<file path="config.mk">
export PLATFORM = sky130hd
export DESIGN_NAME = pwm_ramp_sequencer
export DESIGN_NICKNAME = d
export VERILOG_FILES = /design/src/rtl/pwm_ramp_sequencer.sv
export SDC_FILE = /design/constraint.sdc
export NUM_CORES = 2
export LEC_CHECK = 0
export ABC_AREA = 1
export BUFFER_PORTS_ARGS = -buffer_cell sky130_fd_sc_hd__buf_4
export CAP_MARGIN = 25
export CORE_UTILIZATION = 35
export DETAILED_ROUTE_END_ITERATION = 16
export PLACE_DENSITY = 0.46
export SYNTH_ARGS = -nofsm -noshare
export SYNTH_HDL_FRONTEND = slang
export SYNTH_SLANG_ARGS = --single-unit
</file>
<file path="constraint.sdc">
create_clock -name clk -period 10 [get_ports clk]
set_input_delay 1 -clock clk [delete_from_list [all_inputs] [get_ports clk]]
set_output_delay 1 -clock clk [all_outputs]
set_load 0.05 [all_outputs]
</file>
<file path="src/rtl/pwm_ramp_sequencer.sv">
// Bus-master sequencer for the 8-channel PWM peripheral: programs periods, duties and
// enables after reset, then slews each channel's duty toward a host-supplied target once per tick.
module pwm_ramp_sequencer #(
   parameter logic [31:0] PERIOD   = 32'd1000000,
   parameter int          TICK_DIV = 50000
) (
   input  logic        clk,
   input  logic        reset,
   input  logic        cmd_valid,
   output logic        cmd_ready,
   input  logic [2:0]  cmd_ch,
   input  logic [31:0] cmd_target,
   input  logic [31:0] cmd_step,
   output logic [31:0] addr,
   output logic [31:0] wdata,
   output logic        w,
   output logic        r,
   output logic [7:0]  settled,
   output logic        busy
);

   typedef enum logic [1:0] {INIT, IDLE, SWEEP} state_t;

   localparam logic [31:0] TICK_LAST = 32'(TICK_DIV - 1);
   localparam logic [31:0] DUTY_BASE = 32'h0000_0024;
   localparam logic [31:0] PER_BASE  = 32'h0000_0004;

   state_t      state_q, state_d;
   logic [4:0]  init_cnt_q, init_cnt_d;
   logic [2:0]  k_q, k_d;
   logic [31:0] tick_q, tick_d;
   logic [31:0] cur_q [8];
   logic [31:0] cur_d [8];
   logic [31:0] tgt_q [8];
   logic [31:0] tgt_d [8];
   logic [31:0] step_q [8];
   logic [31:0] step_d [8];
   logic [31:0] addr_q, addr_d;
   logic [31:0] wdata_q, wdata_d;
   logic        w_q, w_d;
   logic        cmd_ready_q, cmd_ready_d;
   logic        busy_q, busy_d;
   logic [7:0]  settled_q, settled_d;

   logic [31:0] cur_k, tgt_k, step_k, diff_k, nxt_k;
   logic [31:0] init_off, sweep_off;
   logic        tick_wrap;

   // All slewing decisions work on the magnitude of the gap, so cur never passes tgt.
   always_comb begin
      cur_k     = cur_q[k_q];
      tgt_k     = tgt_q[k_q];
      step_k    = step_q[k_q];
      diff_k    = (tgt_k > cur_k) ? (tgt_k - cur_k) : (cur_k - tgt_k);
      if (step_k == 32'd0 || diff_k <= step_k) begin
         nxt_k = tgt_k;
      end else if (tgt_k > cur_k) begin
         nxt_k = cur_k + step_k;
      end else begin
         nxt_k = cur_k - step_k;
      end
      init_off  = {27'd0, init_cnt_q[2:0], 2'b00};
      sweep_off = {27'd0, k_q, 2'b00};
      tick_wrap = (tick_q == TICK_LAST);
   end

   always_comb begin
      state_d     = state_q;
      init_cnt_d  = init_cnt_q;
      k_d         = k_q;
      tick_d      = tick_q;
      cur_d       = cur_q;
      tgt_d       = tgt_q;
      step_d      = step_q;
      addr_d      = addr_q;
      wdata_d     = wdata_q;
      w_d         = 1'b0;
      cmd_ready_d = (state_q != INIT);
      busy_d      = (state_q != IDLE);

      // The tick counter runs freely from IDLE entry, including through sweeps.
      if (state_q != INIT) begin
         tick_d = tick_wrap ? 32'd0 : tick_q + 32'd1;
      end

      case (state_q)
         INIT: begin
            w_d        = 1'b1;
            init_cnt_d = init_cnt_q + 5'd1;
            if (init_cnt_q < 5'd8) begin
               addr_d  = PER_BASE + init_off;
               wdata_d = PERIOD;
            end else if (init_cnt_q < 5'd16) begin
               addr_d  = DUTY_BASE + init_off;
               wdata_d = 32'd0;
            end else begin
               addr_d  = 32'd0;
               wdata_d = 32'h0000_00FF;
               state_d = IDLE;
            end
         end
         IDLE: begin
            if (tick_wrap) begin
               state_d = SWEEP;
               k_d     = 3'd0;
            end
         end
         SWEEP: begin
            if (cur_k != tgt_k) begin
               cur_d[k_q] = nxt_k;
               w_d        = 1'b1;
               addr_d     = DUTY_BASE + sweep_off;
               wdata_d    = nxt_k;
            end
            k_d = k_q + 3'd1;
            if (k_q == 3'd7) begin
               state_d = IDLE;
            end
         end
         default: state_d = INIT;
      endcase

      // Commands land after the sweep has read the old target, so they apply next tick.
      if (cmd_valid && cmd_ready_q) begin
         tgt_d[cmd_ch]  = cmd_target;
         step_d[cmd_ch] = cmd_step;
      end

      for (int n = 0; n < 8; n++) begin
         settled_d[n] = (cur_q[n] == tgt_q[n]);
      end
   end

   always_ff @(posedge clk) begin
      if (reset) begin
         state_q     <= INIT;
         init_cnt_q  <= 5'd0;
         k_q         <= 3'd0;
         tick_q      <= 32'd0;
         for (int n = 0; n < 8; n++) begin
            cur_q[n]  <= 32'd0;
            tgt_q[n]  <= 32'd0;
            step_q[n] <= 32'd0;
         end
         addr_q      <= 32'd0;
         wdata_q     <= 32'd0;
         w_q         <= 1'b0;
         cmd_ready_q <= 1'b0;
         busy_q      <= 1'b1;
         settled_q   <= 8'hFF;
      end else begin
         state_q     <= state_d;
         init_cnt_q  <= init_cnt_d;
         k_q         <= k_d;
         tick_q      <= tick_d;
         for (int n = 0; n < 8; n++) begin
            cur_q[n]  <= cur_d[n];
            tgt_q[n]  <= tgt_d[n];
            step_q[n] <= step_d[n];
         end
         addr_q      <= addr_d;
         wdata_q     <= wdata_d;
         w_q         <= w_d;
         cmd_ready_q <= cmd_ready_d;
         busy_q      <= busy_d;
         settled_q   <= settled_d;
      end
   end

   assign addr      = addr_q;
   assign wdata     = wdata_q;
   assign w         = w_q;
   assign r         = 1'b0;
   assign cmd_ready = cmd_ready_q;
   assign busy      = busy_q;
   assign settled   = settled_q;

endmodule
</file>
Word-level counts from Yosys, hierarchy flattened --
Cells that the tools add are included. W data, S select, Z words.
Storage, ports and cells: bits of input ports 70, logic and storage cells 123, register bits after elaboration 885
Operators by class: add/subtract/negate cells 10, equal/unequal tests 19, bitwise operators 2, muxes and demuxes 37, reduce and logical (&&, ||, !) cells 13, magnitude comparators 8
Operators with widths (number):
- $bwmux W256 | 3
- $mux W32 | 14
- $bmux W32 S3 | 3
- $eq A32 B32 Y1 | 8
- $demux W32 S3 | 2
- $pmux W32 S2 | 2
- $sub A32 B32 Y32 | 3
- $add A32 B1 Y32 const B | 1
- $add A32 B32 Y32 | 1
- $eq A32 B16 Y1 const B | 1
- $gt A32 B32 Y1 | 1
- $le A32 B32 Y1 | 1
- $logic_not A32 Y1 | 1
- $ne A32 B32 Y1 | 1
- $mux W20 | 1
- $add A6 B5 Y7 const A | 2
- $mux W7 | 2
- $ne A2 B2 Y1 const B | 5
- $ge A4 B4 Y1 const B | 2
- $lt A4 B1 Y1 const B | 2
- $mux W2 | 4
- $mux W8 | 1
- $not A3 Y4 | 2
- $add A3 B5 Y6 const A | 1
- other kinds (19) | 25

Logic depth before layout (Yosys ltp) --
word-level depth 11, depth in mapped cells 47, gate-level depth less buffers 41

Worst setup path before layout --
No wires, ideal clock.
path type register -> register, start point reg k_q[1], end point reg wdata_q[20] (netlist: wdata[20]), cell stages (with the launch flop) 39, buffers on the path 7, arrival 6.033 ns, slack 3.897 ns, cell sequence dfxtp_1 buf_2 clkbuf_1 buf_2 nand3_1 inv_1 clkbuf_1 clkbuf_1 a221oi_1 nand2_1 inv_1 ha_1 nand2_1 nor2_1 inv_1 nor2_1 nand2_1 nand2_1 [... 3 more ...] inv_1 clkbuf_1 buf_2 o21ai_0 xor2_1 ha_1 nand2_1 inv_1 a21boi_0 nand2_1 a21boi_0 o21ai_0 a21oi_1 xnor2_1 nand2_1 nand2_2 nand2_1 a21oi_1
On the way: longest elaborated chain between the ends 11
Ends and longest elaborated chain:
- start, declared | RTL line 30 | logic [2:0] k_q, k_d;
- start signal, assigned | RTL line 154 | k_q <= k_d;
- $not A3 Y4 (not written as such) * | RTL line 51, 52, 53
- $bmux W32 S3, on equally long branches | RTL line 51, 52
- $mux W32, on equally long branches (2 in series) | RTL line 51, 52
- $sub A32 B32 Y32 or $gt A32 B32 Y1 (tied branches) | RTL line 54, 57
- $mux W32 | RTL line 54 | diff_k = (tgt_k > cur_k) ? (tgt_k - cur_k) : (cur_k - tgt_k);
- $le A32 B32 Y1 | RTL line 55 | if (step_k == 32'd0 || diff_k <= step_k) begin
- $logic_or A1 B1 Y1 | RTL line 55
- $mux W32 | RTL line 55
- $mux W32 | RTL line 109 | if (cur_k != tgt_k) begin
- $pmux W32 S2 | RTL line 86 | case (state_q)
- end signal, assigned | RTL line 162 | wdata_q <= wdata_d;
- end, declared | RTL line 39 | logic [31:0] wdata_q, wdata_d;
Mark *: on every way between the ends. The rest lies on a longest branch, timed or not. The select of a mux whose other input is x is not followed. A chain may end at the register's enable or synchronous reset.

Final worst setup path --
start point reg k_q[0], end point reg cur_q[51] (netlist bit)
On the way: longest elaborated chain between the ends 10
Ends and longest elaborated chain:
- $not A3 Y4 (not written as such) *
- $bmux W32 S3, on equally long branches | RTL line 51, 52
- $mux W32, on equally long branches (2 in series) | RTL line 51, 52
- $sub A32 B32 Y32 or $gt A32 B32 Y1 (tied branches) | RTL line 54, 57
- $mux W32 | RTL line 54
- $le A32 B32 Y1 | RTL line 55
- $logic_or A1 B1 Y1 | RTL line 55
- $mux W32 | RTL line 55
- $bwmux W256 | RTL line 110 | cur_d[k_q] = nxt_k;
- end signal, assigned by index | RTL line 157 | cur_q[n] <= cur_d[n];
- end, declared | RTL line 32 | logic [31:0] cur_q [8];
Marks and branches as above.

==> reports/results.txt <==
The flow ran to the end, and the final reports show no timing, DRC or antenna violations. STA classifies the critical path startpoint as a register. The number of clock buffers added by TritonCTS is 101. The number of standard cells after synthesis was 6925. Setup slack closes at 0.584 ns. Final hold analysis gives a worst-case slack of 0.469 ns.

The count of instances resized after the clock tree is built was 0; the DRC violations left was 0. Entering global routing, the biggest net connects 149 pins. Synthesized area divided by synthesized cell count: 6.78 sq um.

Counting both buffers and inverters, the worst setup path holds a total of 8. At the pin with the least slew margin, the transition time is 1.20 ns. In this run the remaining antenna-violating nets after routing total 0. Counting distinct cell types in the post-synthesis netlist gives 54. The largest total area in the synthesized netlist belongs to sky130_fd_sc_hd__dfxtp_1. Total power for the finished layout comes to 7560 uW. The fraction of registers with async set/reset came out at 0%. Clock-pin slew reported for the worst setup and hold paths after clock tree synthesis: 0.06 ns. Setup repair after global routing left no endpoint under its margin.

The tool flagged a number of max-cap violations equal to 0. The largest fanout on the critical path works out to 55. The ratio of final minimum period to clock period was 94.2%. Critical path's slowest cell: sky130_fd_sc_hd__dfxtp_4.

The number of enable flip-flop cells after synthesis was 0; the post-synthesis to final-layout area growth was 12.0%. Starting density of the core: 35.2%. The category of the critical setup timing path is register to register. The tools report the initial antenna violation count as 17. Dividing total power by cell area gives a power density of 144 nW/um^2. The tools report the total half-perimeter wirelength after legalization and detailed placement as 157 mm. The final weighted congestion in routability-driven placement came out at 1.03. Number of nets at the end of the flow: 7029. The most used flip-flop cell after synthesis was sky130_fd_sc_hd__dfxtp_1.

Global routing used 33.0% of the available tracks across all layers. The tools report the clock root buffer as sky130_fd_sc_hd__clkbuf_16. In the final routed layout, each cell accounts on average for 26.5 microns. Adding up every negative setup slack in the final design gives 0 ns. The initialized floorplan defines 134 standard-cell rows. The core region is 133000 sq um.

The number of global-route vias before repair was 43859; the share of post-route cells with drive strength above 1 was 6.72%. The kind of cell adding the most delay to the critical path was compound AO/OA/AOI/OAI gates. Path type of the worst min-delay path: register to register. Leaving out fill and tap cells, the most frequent cell in the layout is sky130_fd_sc_hd__nand2_1. For this block, the initial DRC count from the detailed router was 6179. The proportion of netlist area held by the largest area contributor was 36.6%; the post-CTS setup buffer count was 0. The tools report the achievable frequency as 106 MHz. The run gives 0 as the quantity of hold-fixing buffers added after cts. The analysis attributes to cell leakage a power of 0.0240 uW. For the worst-skew pair, the clock arrives at the later sink with an insertion delay of 0.78 ns. For this run, the number of Yosys warnings is 0. From left edge to right edge, the die measures 368 microns. The die covers 136000 sq um.

The first global-routing pass estimated 325 mm of wire. Counting stages on the worst path, the most repeated cell is sky130_fd_sc_hd__nand2_1. The library cells used most frequently in the layout, excluding fill and tap cells, are sky130_fd_sc_hd__nand2_1, sky130_fd_sc_hd__nor2_1, sky130_fd_sc_hd__o21ai_0.

The detailed-router iteration count before antenna repair is 9. TritonCTS built the clock tree. Headroom to the max-slew limit came out at 19.8%. The largest single stage delay on the critical path is 0.80 ns.

The total overflow left after global routing is 0. Dividing the detail-routed via count by the number of cells gives 5.54. The count of buffers added on input and output ports is 117.

The worst clock skew on the final layout was 0.0565 ns. STA puts the critical path data required time at 10.70 ns. The number of setup violations in the final report is 0, and the time the final worst path needs with I/O delays and setup is 9.42 ns. The tools report the total number of vias as 48112. The total wirelength of the detailed-routed design is 230 mm. VDD sags by at most 127 uV. The logs give 0.893 ns for the worst setup timing slack at the placement stage and 858 for the clock net sink count. Number of hold violations in the final report: 0. The clock tree synthesis step divided the H-tree into 3 levels. In the post-synthesis netlist, the biggest area contributors are sky130_fd_sc_hd__dfxtp_1, sky130_fd_sc_hd__nand2_1, sky130_fd_sc_hd__o21ai_0. The number of placed I/O pins is 146, and the number of buffers between clock root and the deepest sink is 3. The count of state elements after synthesis is 858, and the total standard cell area after synthesis is 46900 sq um. Type of destination of the critical path: a register. Data on the critical path arrives at its endpoint at 10.12 ns. Of the synthesized area, sequential elements account for 36.6%. The tools report the max-slew violation count as 0.

Measured along the y axis, the die boundary spans 368 microns.
## kinds of logic (layout without fill, tap and decap cells)
logic type                 after synthesis  in the layout  synth area share, %
xor gates and xnor gates               279            279                 5.21
and+or+nand+nor                       2498           2498                 21.0
AOI/OAI and AO/OA                     1848           1848                 22.4
buffers and inverters                 1304           1258                 11.1
other                                    1             31              0.00799
muxes                                    2              2               0.0426
adders and majority gates              135            135                 3.65
DFF                                    858            858                 36.6
## routing by layer
layer / vias up / track usage, % / part of all wire [%]
li1: 22253 / - / -
met1: 22927 / 46.0 / 44
met5: - / 0 / 0.045
met4: 16 / 12.2 / 4.0
met2: 2477 / 48.2 / 41
met3: 439 / 8.59 / 11
## flip-flops by register name (all words and copies together), names as in the netlist, 5 cells and up
register    cells
cur_q         256
addr            5
tgt_q         256
step_q        256
init_cnt_q      5
settled         8
tick_q         32
wdata          32
## worst paths after layout
| path | from | end | depth (start not counted) | slack, ns |
|---|---|---|---|---|
| setup / recovery | k_q[0] | cur_q[51] | 33 | 0.58 |
| hold / removal | wdata[15] | wdata[15] | 2 | 0.47 |
| setup reg to reg | k_q[0] | cur_q[51] | 33 | 0.58 |
| hold reg to reg | wdata[15] | wdata[15] | 2 | 0.47 |
## cell usage after synthesis, types with 5 or more instances
cell type                   count
sky130_fd_sc_hd__o21ai_0      901
sky130_fd_sc_hd__xor2_1        67
sky130_fd_sc_hd__a21o_1         9
sky130_fd_sc_hd__clkinv_1       9
sky130_fd_sc_hd__nor4_1        24
sky130_fd_sc_hd__a22o_1        16
sky130_fd_sc_hd__o21a_1         5
sky130_fd_sc_hd__o22ai_1      107
sky130_fd_sc_hd__ha_1         132
sky130_fd_sc_hd__inv_2         11
sky130_fd_sc_hd__dfxtp_1      858
sky130_fd_sc_hd__buf_1         31
sky130_fd_sc_hd__buf_6         12
sky130_fd_sc_hd__nand3_1       85
sky130_fd_sc_hd__buf_4         30
sky130_fd_sc_hd__o2111ai_1     32
sky130_fd_sc_hd__nor2_1      1004
sky130_fd_sc_hd__a21oi_1      484
sky130_fd_sc_hd__o31ai_1        5
sky130_fd_sc_hd__o211ai_1       8
sky130_fd_sc_hd__a21boi_0       5
sky130_fd_sc_hd__nand2_1     1241
sky130_fd_sc_hd__clkbuf_1     288
sky130_fd_sc_hd__a31oi_1        7
sky130_fd_sc_hd__nand4_1       91
sky130_fd_sc_hd__a22oi_1       17
sky130_fd_sc_hd__o221ai_1       8
sky130_fd_sc_hd__o21ai_2       30
sky130_fd_sc_hd__a221oi_1      98
sky130_fd_sc_hd__nor3_1        36
sky130_fd_sc_hd__clkbuf_2      35
sky130_fd_sc_hd__xnor2_1      212
sky130_fd_sc_hd__a211oi_1       5
sky130_fd_sc_hd__inv_1        842
sky130_fd_sc_hd__buf_2         45
sky130_fd_sc_hd__o21bai_1     101
## tightest hold or removal path, stage by stage (launching register included)
cell                      delay (ns)
sky130_fd_sc_hd__dfxtp_1        0.31
sky130_fd_sc_hd__nand2_1        0.06
sky130_fd_sc_hd__a21oi_1        0.06
## where the power goes
group / internal (uW) / total [uW] / switching, uW
registers: 3420 / 3430 / 3.52
logic: 37.6 / 185 / 147
clock network: 2280 / 3950 / 1670
total: 5740 / 7560 / 1820
## metrics by stage
| step | std cells | cell area (sq um) | util, % |
|---|---|---|---|
| 6_report | 8677 | 52600 | 39.5 |
| 4_1_cts | 8673 | 52600 | 39.4 |
| 5_1_grt | 8675 | 52600 | 39.4 |
| 2_1_floorplan | 6952 | 47000 | - |
| 3_3_place_gp | 8487 | 49100 | 36.8 |
| 3_5_place_dp | 8488 | 49100 | 36.8 |
## layout make-up
cell class                      count  area, sq um
Antenna cell                        3         7.51
Clock buffer                      145         2930
Clock inverter                     40          543
Fill cell                       14252        80700
Inverter                          862         3270
Multi-Input combinational cell   4790        24800
Sequential cell                   858        17200
Tap cell                         1768         2210
Timing Repair Buffer              211         1670
Power figures use the tool's default switching activity.
